$ cat src/rtl/mult_share_arbiter.sv
// Round-robin time-sharing of one pipelined signed 8x8 multiplier core among
// NUM_REQ operand requesters; each product comes back tagged with its owner.
module mult_share_arbiter #(
  parameter int NUM_REQ  = 4,
  parameter int MULT_LAT = 3,
  parameter int ID_W     = $clog2(NUM_REQ)
) (
  input  logic                 CLK,
  input  logic                 RST_N,
  input  logic [NUM_REQ-1:0]   REQ_VALID,
  input  logic [NUM_REQ*8-1:0] REQ_A,
  input  logic [NUM_REQ*8-1:0] REQ_B,
  output logic [NUM_REQ-1:0]   REQ_READY,
  output logic [7:0]           M_A,
  output logic [7:0]           M_B,
  input  logic [15:0]          M_P,
  output logic                 RES_VALID,
  output logic [ID_W-1:0]      RES_ID,
  output logic [15:0]          RES_P,
  output logic [3:0]           INFLIGHT
);

  logic [ID_W-1:0] ptr;
  logic [ID_W-1:0] ptr_next;
  logic [ID_W-1:0] win_id;
  logic            win_found;
  logic [ID_W:0]   scan_idx;
  logic [7:0]      win_a;
  logic [7:0]      win_b;
  logic            accept;
  logic            res_due;

  // Tag stage 0 is loaded on the accept edge; stage MULT_LAT lines up with
  // the core's product so the result register can capture both together.
  logic [MULT_LAT:0] tag_vld;
  logic [ID_W-1:0]   tag_id [0:MULT_LAT];

  // Wrapping priority search starting at the round-robin pointer.
  always_comb begin
    win_found = 1'b0;
    win_id    = '0;
    scan_idx  = '0;
    for (int o = 0; o < NUM_REQ; o++) begin
      scan_idx = {1'b0, ptr} + (ID_W+1)'(o);
      if (scan_idx >= (ID_W+1)'(NUM_REQ)) begin
        scan_idx = scan_idx - (ID_W+1)'(NUM_REQ);
      end
      if (!win_found && REQ_VALID[scan_idx[ID_W-1:0]]) begin
        win_found = 1'b1;
        win_id    = scan_idx[ID_W-1:0];
      end
    end
  end

  always_comb begin
    REQ_READY = '0;
    win_a     = '0;
    win_b     = '0;
    for (int i = 0; i < NUM_REQ; i++) begin
      if (win_found && (win_id == ID_W'(i))) begin
        REQ_READY[i] = 1'b1;
        win_a        = REQ_A[8*i +: 8];
        win_b        = REQ_B[8*i +: 8];
      end
    end
  end

  assign accept   = win_found;
  assign res_due  = tag_vld[MULT_LAT];
  assign ptr_next = (win_id == ID_W'(NUM_REQ-1)) ? '0 : win_id + ID_W'(1);

  always_ff @(posedge CLK or negedge RST_N) begin
    if (!RST_N) begin
      ptr <= '0;
      M_A <= '0;
      M_B <= '0;
    end else if (accept) begin
      ptr <= ptr_next;
      M_A <= win_a;
      M_B <= win_b;
    end
  end

  always_ff @(posedge CLK or negedge RST_N) begin
    if (!RST_N) begin
      tag_vld <= '0;
      for (int j = 0; j <= MULT_LAT; j++) begin
        tag_id[j] <= '0;
      end
    end else begin
      tag_vld   <= {tag_vld[MULT_LAT-1:0], accept};
      tag_id[0] <= win_id;
      for (int j = 1; j <= MULT_LAT; j++) begin
        tag_id[j] <= tag_id[j-1];
      end
    end
  end

  always_ff @(posedge CLK or negedge RST_N) begin
    if (!RST_N) begin
      RES_VALID <= 1'b0;
      RES_ID    <= '0;
      RES_P     <= '0;
    end else if (res_due) begin
      RES_VALID <= 1'b1;
      RES_ID    <= tag_id[MULT_LAT];
      RES_P     <= M_P;
    end else begin
      RES_VALID <= 1'b0;
    end
  end

  // Pipeline depth bounds the count at MULT_LAT+1, so four bits never wrap.
  always_ff @(posedge CLK or negedge RST_N) begin
    if (!RST_N) begin
      INFLIGHT <= '0;
    end else begin
      case ({accept, res_due})
        2'b10:   INFLIGHT <= INFLIGHT + 4'd1;
        2'b01:   INFLIGHT <= INFLIGHT - 4'd1;
        default: INFLIGHT <= INFLIGHT;
      endcase
    end
  end

endmodule

$ cat config.mk
export PLATFORM = sky130hd
export DESIGN_NAME = mult_share_arbiter
export DESIGN_NICKNAME = d
export VERILOG_FILES = /design/src/rtl/mult_share_arbiter.sv
export SDC_FILE = /design/constraint.sdc
export NUM_CORES = 1
export LEC_CHECK = 0
export ABC_CLOCK_PERIOD_IN_PS = 2100
export CAP_MARGIN = 30
export CORE_MARGIN = 2
export CORE_UTILIZATION = 32
export DETAILED_ROUTE_END_ITERATION = 10
export PLACE_DENSITY = 0.67
export SLEW_MARGIN = 20
export SYNTH_ARGS = -nofsm -noshare
export SYNTH_HDL_FRONTEND = slang
export SYNTH_SLANG_ARGS = --single-unit
$ cat constraint.sdc
create_clock -name CLK -period 2.1 [get_ports CLK]
set_clock_uncertainty 0.05 [all_clocks]
set_input_delay 0.42 -clock CLK [delete_from_list [all_inputs] [get_ports CLK]]
set_output_delay 0.42 -clock CLK [all_outputs]
set_load 0.1 [all_outputs]
==> results of run 1 <==
-- flip-flops by register name, summed over array words and instances (netlist names) --
register / count
M_B: 8
RES_ID: 2
tag_id: 8
ptr: 2
tag_vld: 4
INFLIGHT: 4
RES_VALID: 1
RES_P: 16
M_A: 8
-- cells in the final DEF (no fill, tap or decap), types with 2 or more instances in the layout --
master / synthesis / final
sky130_fd_sc_hd__clkbuf_8: 0 / 5
sky130_fd_sc_hd__mux2_4: 0 / 2
sky130_fd_sc_hd__a21oi_2: 0 / 2
sky130_fd_sc_hd__nand3_1: 2 / 2
sky130_fd_sc_hd__nor3b_1: 3 / 3
sky130_fd_sc_hd__and2_4: 0 / 4
sky130_fd_sc_hd__nand3b_1: 16 / 16
sky130_fd_sc_hd__inv_2: 1 / 2
sky130_fd_sc_hd__buf_4: 1 / 68
sky130_fd_sc_hd__mux2_2: 20 / 18
sky130_fd_sc_hd__dlygate4sd2_1: 0 / 2
sky130_fd_sc_hd__dfrtp_2: 0 / 2
sky130_fd_sc_hd__nor2_1: 16 / 16
sky130_fd_sc_hd__a221o_1: 16 / 16
sky130_fd_sc_hd__inv_1: 23 / 22
sky130_fd_sc_hd__o21ai_0: 2 / 2
sky130_fd_sc_hd__buf_6: 3 / 5
sky130_fd_sc_hd__dfrtp_1: 53 / 51
sky130_fd_sc_hd__buf_12: 0 / 6
sky130_fd_sc_hd__a31oi_1: 16 / 16
sky130_fd_sc_hd__ha_4: 0 / 4
sky130_fd_sc_hd__ha_2: 0 / 2
sky130_fd_sc_hd__a21oi_1: 20 / 18
sky130_fd_sc_hd__nand2_1: 21 / 21
sky130_fd_sc_hd__clkdlybuf4s50_1: 0 / 80
sky130_fd_sc_hd__bufinv_16: 0 / 2
-- path summary, 6_finish.rpt --
| path | endpoint | slack (ns) | depth (start not counted) |
|---|---|---|---|
| min in group CLK | tag_id[1] | 0.30 | 0 |
| hold reg to reg | tag_id[1] | 0.30 | 0 |
| hold / removal | INFLIGHT[0] | 0.06 | 1 |
| max in group asynchronous | M_A[1] | 1.32 | 2 |
| setup / recovery | REQ_READY[3] | -0.33 | 7 |
| setup reg to reg | M_A[4] | -0.17 | 9 |
-- worst register-to-register path, stage by stage, from the launching register on --
cell                       delay (ns)
sky130_fd_sc_hd__dfrtp_2         0.45
sky130_fd_sc_hd__mux2_4          0.32
sky130_fd_sc_hd__o221ai_4        0.22
sky130_fd_sc_hd__buf_4           0.16
sky130_fd_sc_hd__ha_4            0.15
sky130_fd_sc_hd__buf_8           0.13
sky130_fd_sc_hd__buf_6           0.10
sky130_fd_sc_hd__nand3b_1        0.07
sky130_fd_sc_hd__a221o_1         0.36
sky130_fd_sc_hd__a31oi_1         0.18
-- power by group through the flow --
stage	clock network [mW]	registers [mW]	logic [mW]
final	0.793	1.52	3.99
after global routing	0.875	1.56	4.21
after CTS	0.829	1.52	4.02
after detailed placement	0	1.54	3.91
after global placement	0	1.52	3.87
after floorplan	0	3.13	1.19
-- layer usage --
layer  wire (um)  global-route usage, %
met4          99                   4.29
met5           0                      0
met3         582                   4.11
met2        3390                   26.2
met1        3070                   20.8
-- layout make-up --
class / instances / area, sq um
clock buffers: 5 / 68.8
fillers: 724 / 3700
well taps: 105 / 131
multi-input cells: 158 / 1260
inverters: 24 / 90.1
flip-flops and latches: 53 / 1330
clock inverters: 3 / 65.1
repair buffers: 164 / 1530
-- repair_timing --
| action | CTS | global route |
|---|---|---|
| buffers inserted | 6 | 1 |
| gates resized for setup | 21 | 5 |
| endpoints found under the setup margin | 22 | 21 |
| pin swaps | 10 | 7 |
| gates cloned | 0 | 0 |
-- per-stage QoR --
stage	cell area, sq um	cells	util (%)	TNS [ns]	hold slack (ns)
2_1_floorplan	2790	255	-	-0.343	0.0744
3_3_place_gp	4250	498	51.9	-12.73	0.282
3_5_place_dp	4250	498	51.9	-13.65	0.285
4_1_cts	4470	512	54.7	-3.53	0.0745
5_1_grt	4470	512	54.7	-5.05	0.0949
6_report	4470	512	54.7	-2.94	0.0603
-- cells by family after synthesis --
| kind of cell | synth area share [%] |
|---|---|
| AND/OR/NAND/NOR | 13.3 |
| AO/OA/AOI/OAI | 16.8 |
| flip-flops | 49.4 |
| buffers and inverters | 7.55 |
| multiplexers | 8.38 |
| adder cells (fa/ha/maj) | 4.01 |
| XOR/XNOR | 0.652 |
==> flow_summary_export.csv, run 1 <==
group,metric,value,unit
min_path,timing.hold.worst.class,"input port to asynchronous set/reset pin",
timing,finalSetupViolCount,20,
clock_network,cts_num_sinks,53,
power,power.density,1410,nW/um^2
outcome,run_status,"complete, but fails checks",
critical_path,critical_path.slowest_cell,"sky130_fd_sc_hd__dfrtp_2",
drt,avgViaCountPerCell,4.79,
place,buffer_ports.inserted,128,
power,total_power,6.30,mW
power,reported_net_switching_power,3.19,mW
timing,finalCritPeriodShare,116,%
yosys,synth.most_common_cell,"sky130_fd_sc_hd__dfrtp_1",
grt,globalRouteOverflowTotal,0,
timing,hold_viol,0,
clock_network,tritoncts,"built",
drt,post-route-drc-count,0,
grt,grt_antenna_before_repair,0,
critical_path,timing.critical_path.slowest_cell_delay,0.45,ns
die,die_w,95.6,um
critical_path,cp-start-kind,"flop",
drt,drt-initial-drc-count,98,
critical_path,end_kind,"output pin",
power,seqPwrFrac,24.0,%
finish,area_growth,66.5,%
yosys,synth_sequential_area_ratio,49.4,%
grt,grt_first_pass_wirelength,11400,um
yosys,synth_fp_nets,349,
die,die_h,95.6,um
die,die_area,9140,sq um
clock_network,max_root_sink_buffers,2,
power,comb_power_share,63.4,%
critical_path,worst_path_dominant_cell_family,"flip-flops",
grt,maximum_number_of_pins_on_one_net_before_global_route_repair,32,
yosys,synth.cell_area,2690,sq um
drt,antenna_violating_nets_post_route,0,
yosys,yosys-top-cells-count,"53 x sky130_fd_sc_hd__dfrtp_1, 23 x sky130_fd_sc_hd__inv_1, 21 x sky130_fd_sc_hd__nand2_1",
power,power.static_leakage,1.96,nW
clock_network,cts.htree.levels,2,
clock_network,cts-hold-fix-buffers,0,
drt,finalWirelength,7140,um
die,floorplan.core_area,8180,sq um
critical_path,reg_to_reg_critical_path_startpoint,"ptr[1]",
die,row_count,33,
timing,timing.final.crit_period,2.43,ns
grt,first_global_vias,2393,
timing,fin_ws,-0.335,ns
clock_network,numCtsBuffers,5,
yosys,postSynth.asyncResetShare,100,%
timing,rsz_0062_raised_after_global_routing,"yes",
drt,drt_pass1_iterations,4,
power,power_report.internal_total,3.11,mW
clock_network,clock-root-buffer,"sky130_fd_sc_hd__clkbuf_8",
yosys,netlist_top_cells_area,"sky130_fd_sc_hd__dfrtp_1 49%, sky130_fd_sc_hd__mux2_2 8.4%, sky130_fd_sc_hd__a221o_1 6.0%",
flow_run,max_cap_violations,0,
grt,track_usage,15.9,%
critical_path,timing.critical_path.from,"ptr[1]",
timing,timing.max_slew.rel_slack,61.2,%
power,peakVddDrop,650,uV
finish,antenna-diode-count,0,
critical_path,critical_path.cell_chain,"mux2_4, o221ai_4, inv_2, buf_6, ha_4, and2_4, buf_12",
drt,via_count,2455,
critical_path,critPathBufInv,3,
yosys,synth_largest_area_cell,"sky130_fd_sc_hd__dfrtp_1",
clock_network,path_clk_slew,0.09,ns
place,finalWeightedCongestion,0.822,
yosys,synth_area_per_cell,10.5,sq um
critical_path,critical_path_peak_fanout,5,
clock_network,clkLatencyLatePin,0.30,ns
timing,worst-slew-pin-transition,0.582,ns
yosys,synth_edf_count,0,
power,power.share.switching,50.7,%
critical_path,timing_worst_setup_path_type,"flop to output pin",
outcome,violations_in_the_final_reports,"setup timing",
yosys,netlist-cell-type-count,33,
yosys,synth_largest_type_area_fraction,49.4,%
drt,detail_route.wl_per_cell,13.9,um
finish,final_nets,500,
yosys,synth_warn,0,
yosys,dominantRegCellSynth,"sky130_fd_sc_hd__dfrtp_1",
power,pwr-share-clk,12.6,%
finish,drive_gt1_share,31.9,%
yosys,ys_ff_latch,53,
critical_path,worst_ep_required_time,1.63,ns
place,dp_hpwl,5590,um
critical_path,worst_ep_arrival_time,1.96,ns
place,placement.setup.worst_slack,-0.667,ns
die,start_util,32.9,%
timing,fmaxAchievable,411,MHz
yosys,netlist_instances,255,
timing,timing.final.max_slew_violations,0,
die,boundaryPins,129,
No activity file was read; power rests on OpenSTA's default activity.
==> run 2: changes to the inputs <==
CAP_MARGIN = 20   (was 30)
CTS_BUF_LIST = sky130_fd_sc_hd__clkbuf_8   (was not set)
SKIP_CTS_REPAIR_TIMING = 1   (was not set)
==> run 2 against run 1 <==
  * The run still ends with setup timing left
  * Register-to-register slack worse by 0.04 ns
  * Fmax is 0.96% lower
  * Clock-buffer cell count stayed put
  * Critical path depth stayed put
  * Cell count stayed put
  * Clock power hardly changed
  * Critical endpoint is now REQ_READY[1]
==> flow_summary_export.csv, run 2 (synthesis gave the netlist of run 1 again) <==
group,metric,value,unit
die,die_area,9140,sq um
grt,grt_antenna_before_repair,0,
place,place_area,4250,sq um
drt,drt_pass1_iterations,4,
timing,finalSetupViolCount,20,
flow_run,max_cap_violations,0,
finish,multi_input_area,1270,sq um
timing,timing.final.crit_period,2.46,ns
place,dp_cells,498,
die,boundaryPins,129,
drt,via_count,2450,
critical_path,cp-start-kind,"flop",
grt,grtUsageMet2,25.2,%
clock_network,numCtsBuffers,5,
finish,antenna-diode-count,0,
power,power.static_leakage,1.98,nW
clock_network,clkLatencyLatePin,0.30,ns
die,row_count,33,
critical_path,end_kind,"output pin",
place,finalWeightedCongestion,0.822,
die,floorplan.core_area,8180,sq um
timing,setup_tns,-3.92,ns
power,comb_power_share,63.4,%
grt,first_global_vias,2325,
finish,num-fill-cells,724,
power,power_report.internal_total,3.11,mW
outcome,violations_in_the_final_reports,"setup timing",
grt,track_usage,15.5,%
clock_network,clock-root-buffer,"sky130_fd_sc_hd__clkbuf_8",
power,seqPwrFrac,24.0,%
timing,finalCritPeriodShare,117,%
power,power.density,1410,nW/um^2
critical_path,timing.reg2reg.worst_path_depth,9,
critical_path,worst_ep_required_time,1.63,ns
finish,final_area,4480,sq um
die,die_h,95.6,um
grt,globalRouteOverflowTotal,0,
grt,gr-max-usage-layer,"met2",
power,peakVddDrop,651,uV
grt,grt_first_pass_wirelength,11100,um
place,placement.setup.worst_slack,-0.667,ns
min_path,timing.hold.worst.class,"input port to asynchronous set/reset pin",
finish,final_cell_mix,"80 x sky130_fd_sc_hd__clkdlybuf4s50_1, 72 x sky130_fd_sc_hd__buf_4, 51 x sky130_fd_sc_hd__dfrtp_1, 22 x sky130_fd_sc_hd__inv_1, 21 x sky130_fd_sc_hd__nand2_1",
critical_path,worst_ep_arrival_time,1.99,ns
clock_network,tritoncts,"built",
grt,maximum_number_of_pins_on_one_net_before_global_route_repair,32,
finish,area_growth,66.7,%
drt,avgViaCountPerCell,4.79,
timing,worst-slew-pin-transition,0.580,ns
die,die_w,95.6,um
clock_network,cts.htree.levels,2,
place,dp_hpwl,5590,um
finish,drive_gt1_share,31.7,%
critical_path,timing.reg2reg.setup_slack,-0.21,ns
finish,fin_cells,512,
power,reported_net_switching_power,3.20,mW
place,buffer_ports.inserted,128,
drt,detail_route.wl_per_cell,14.0,um
drt,finalWirelength,7140,um
power,pwr-share-clk,12.6,%
timing,fin_ws,-0.358,ns
die,start_util,32.9,%
timing,fmaxAchievable,407,MHz
power,power.share.switching,50.7,%
clock_network,path_clk_slew,0.09,ns
grt,groute.layer.met3.usage,4.03,%
finish,regArea,1330,sq um
clock_network,max_root_sink_buffers,2,
outcome,run_status,"complete, but fails checks",
drt,post-route-drc-count,0,
finish,flip_flop_count_of_the_largest_register_all_copies_and_words_added,16,
critical_path,critical_path_peak_fanout,5,
timing,hold_viol,0,
clock_network,cts_num_sinks,53,
critical_path,reg_to_reg_critical_path_startpoint,"ptr[1]",
drt,drt-initial-drc-count,104,
critical_path,worst_r2r_endpoint,"M_A[4]",
finish,mostFrequentLayoutCell,"sky130_fd_sc_hd__clkdlybuf4s50_1",
timing,rsz_0062_raised_after_global_routing,"yes",
timing,timing.final.max_slew_violations,0,
grt,grt_use_met1,20.7,%
finish,final_nets,500,
finish,largest-register,"RES_P",
critical_path,timing_worst_setup_path_type,"flop to output pin",
drt,antenna_violating_nets_post_route,0,
timing,timing.max_slew.rel_slack,61.3,%
-- run 2: cell count changes in the layout (fill, tap and decap cells not counted), sizes merged --
cell,before,now
dlymetal6s2s,0,3
buf,81,80
dlygate4sd2,2,0
-- run 2: critical path, cell delays in order (launching register included) --
cell,delay (ns)
sky130_fd_sc_hd__dfrtp_2,0.45
sky130_fd_sc_hd__mux2_4,0.32
sky130_fd_sc_hd__o221ai_4,0.23
sky130_fd_sc_hd__inv_2,0.06
sky130_fd_sc_hd__buf_4,0.14
sky130_fd_sc_hd__ha_4,0.17
sky130_fd_sc_hd__and2_4,0.17
sky130_fd_sc_hd__buf_12,0.16
-- run 2: per-layer routing --
| metal | routed length, um | vias to the layer above |
|---|---|---|
| met5 | 0 | - |
| met4 | 38 | 0 |
| met3 | 584 | 4 |
| met2 | 3420 | 117 |
| met1 | 3100 | 1125 |
| li1 | - | 1204 |
-- run 2: stage by stage --
stage,power (mW),utilization (%),hold slack [ns]
finish,6.30,54.8,0.0612
global route,6.64,54.8,0.0949
CTS,6.26,53.6,0.0746
detailed placement,5.44,51.9,0.285
global placement,5.39,51.9,0.282
floorplan,4.32,-,0.0744
-- run 2: power groups by stage --
stage	clock, mW	combinational, mW	sequential, mW
floorplan	0	1.19	3.13
finish	0.796	4.00	1.51
CTS	0.829	3.91	1.52
global placement	0	3.87	1.52
global route	0.877	4.21	1.56
detailed placement	0	3.91	1.54
-- run 2: layout make-up --
cell class,instances,area share [%]
inverters,24,2.01
clock buffers,5,1.54
flip-flops and latches,53,29.7
repair buffers,164,34.1
clock inverters,3,1.45
well taps,105,2.93
multi-input cells,158,28.3
-- run 2: worst max-delay path by stage --
stage | start | end | slack (ns) | depth (start not counted)
floorplan | ptr[1] | REQ_READY[2] | -0.11 | 6
global placement | REQ_VALID[0] | M_A[1] | -0.62 | 9
detailed placement | REQ_VALID[0] | M_A[4] | -0.67 | 9
CTS | REQ_VALID[0] | REQ_READY[3] | -0.62 | 8
global route | ptr[1] | REQ_READY[1] | -0.44 | 7
finish | ptr[1] | REQ_READY[1] | -0.36 | 7
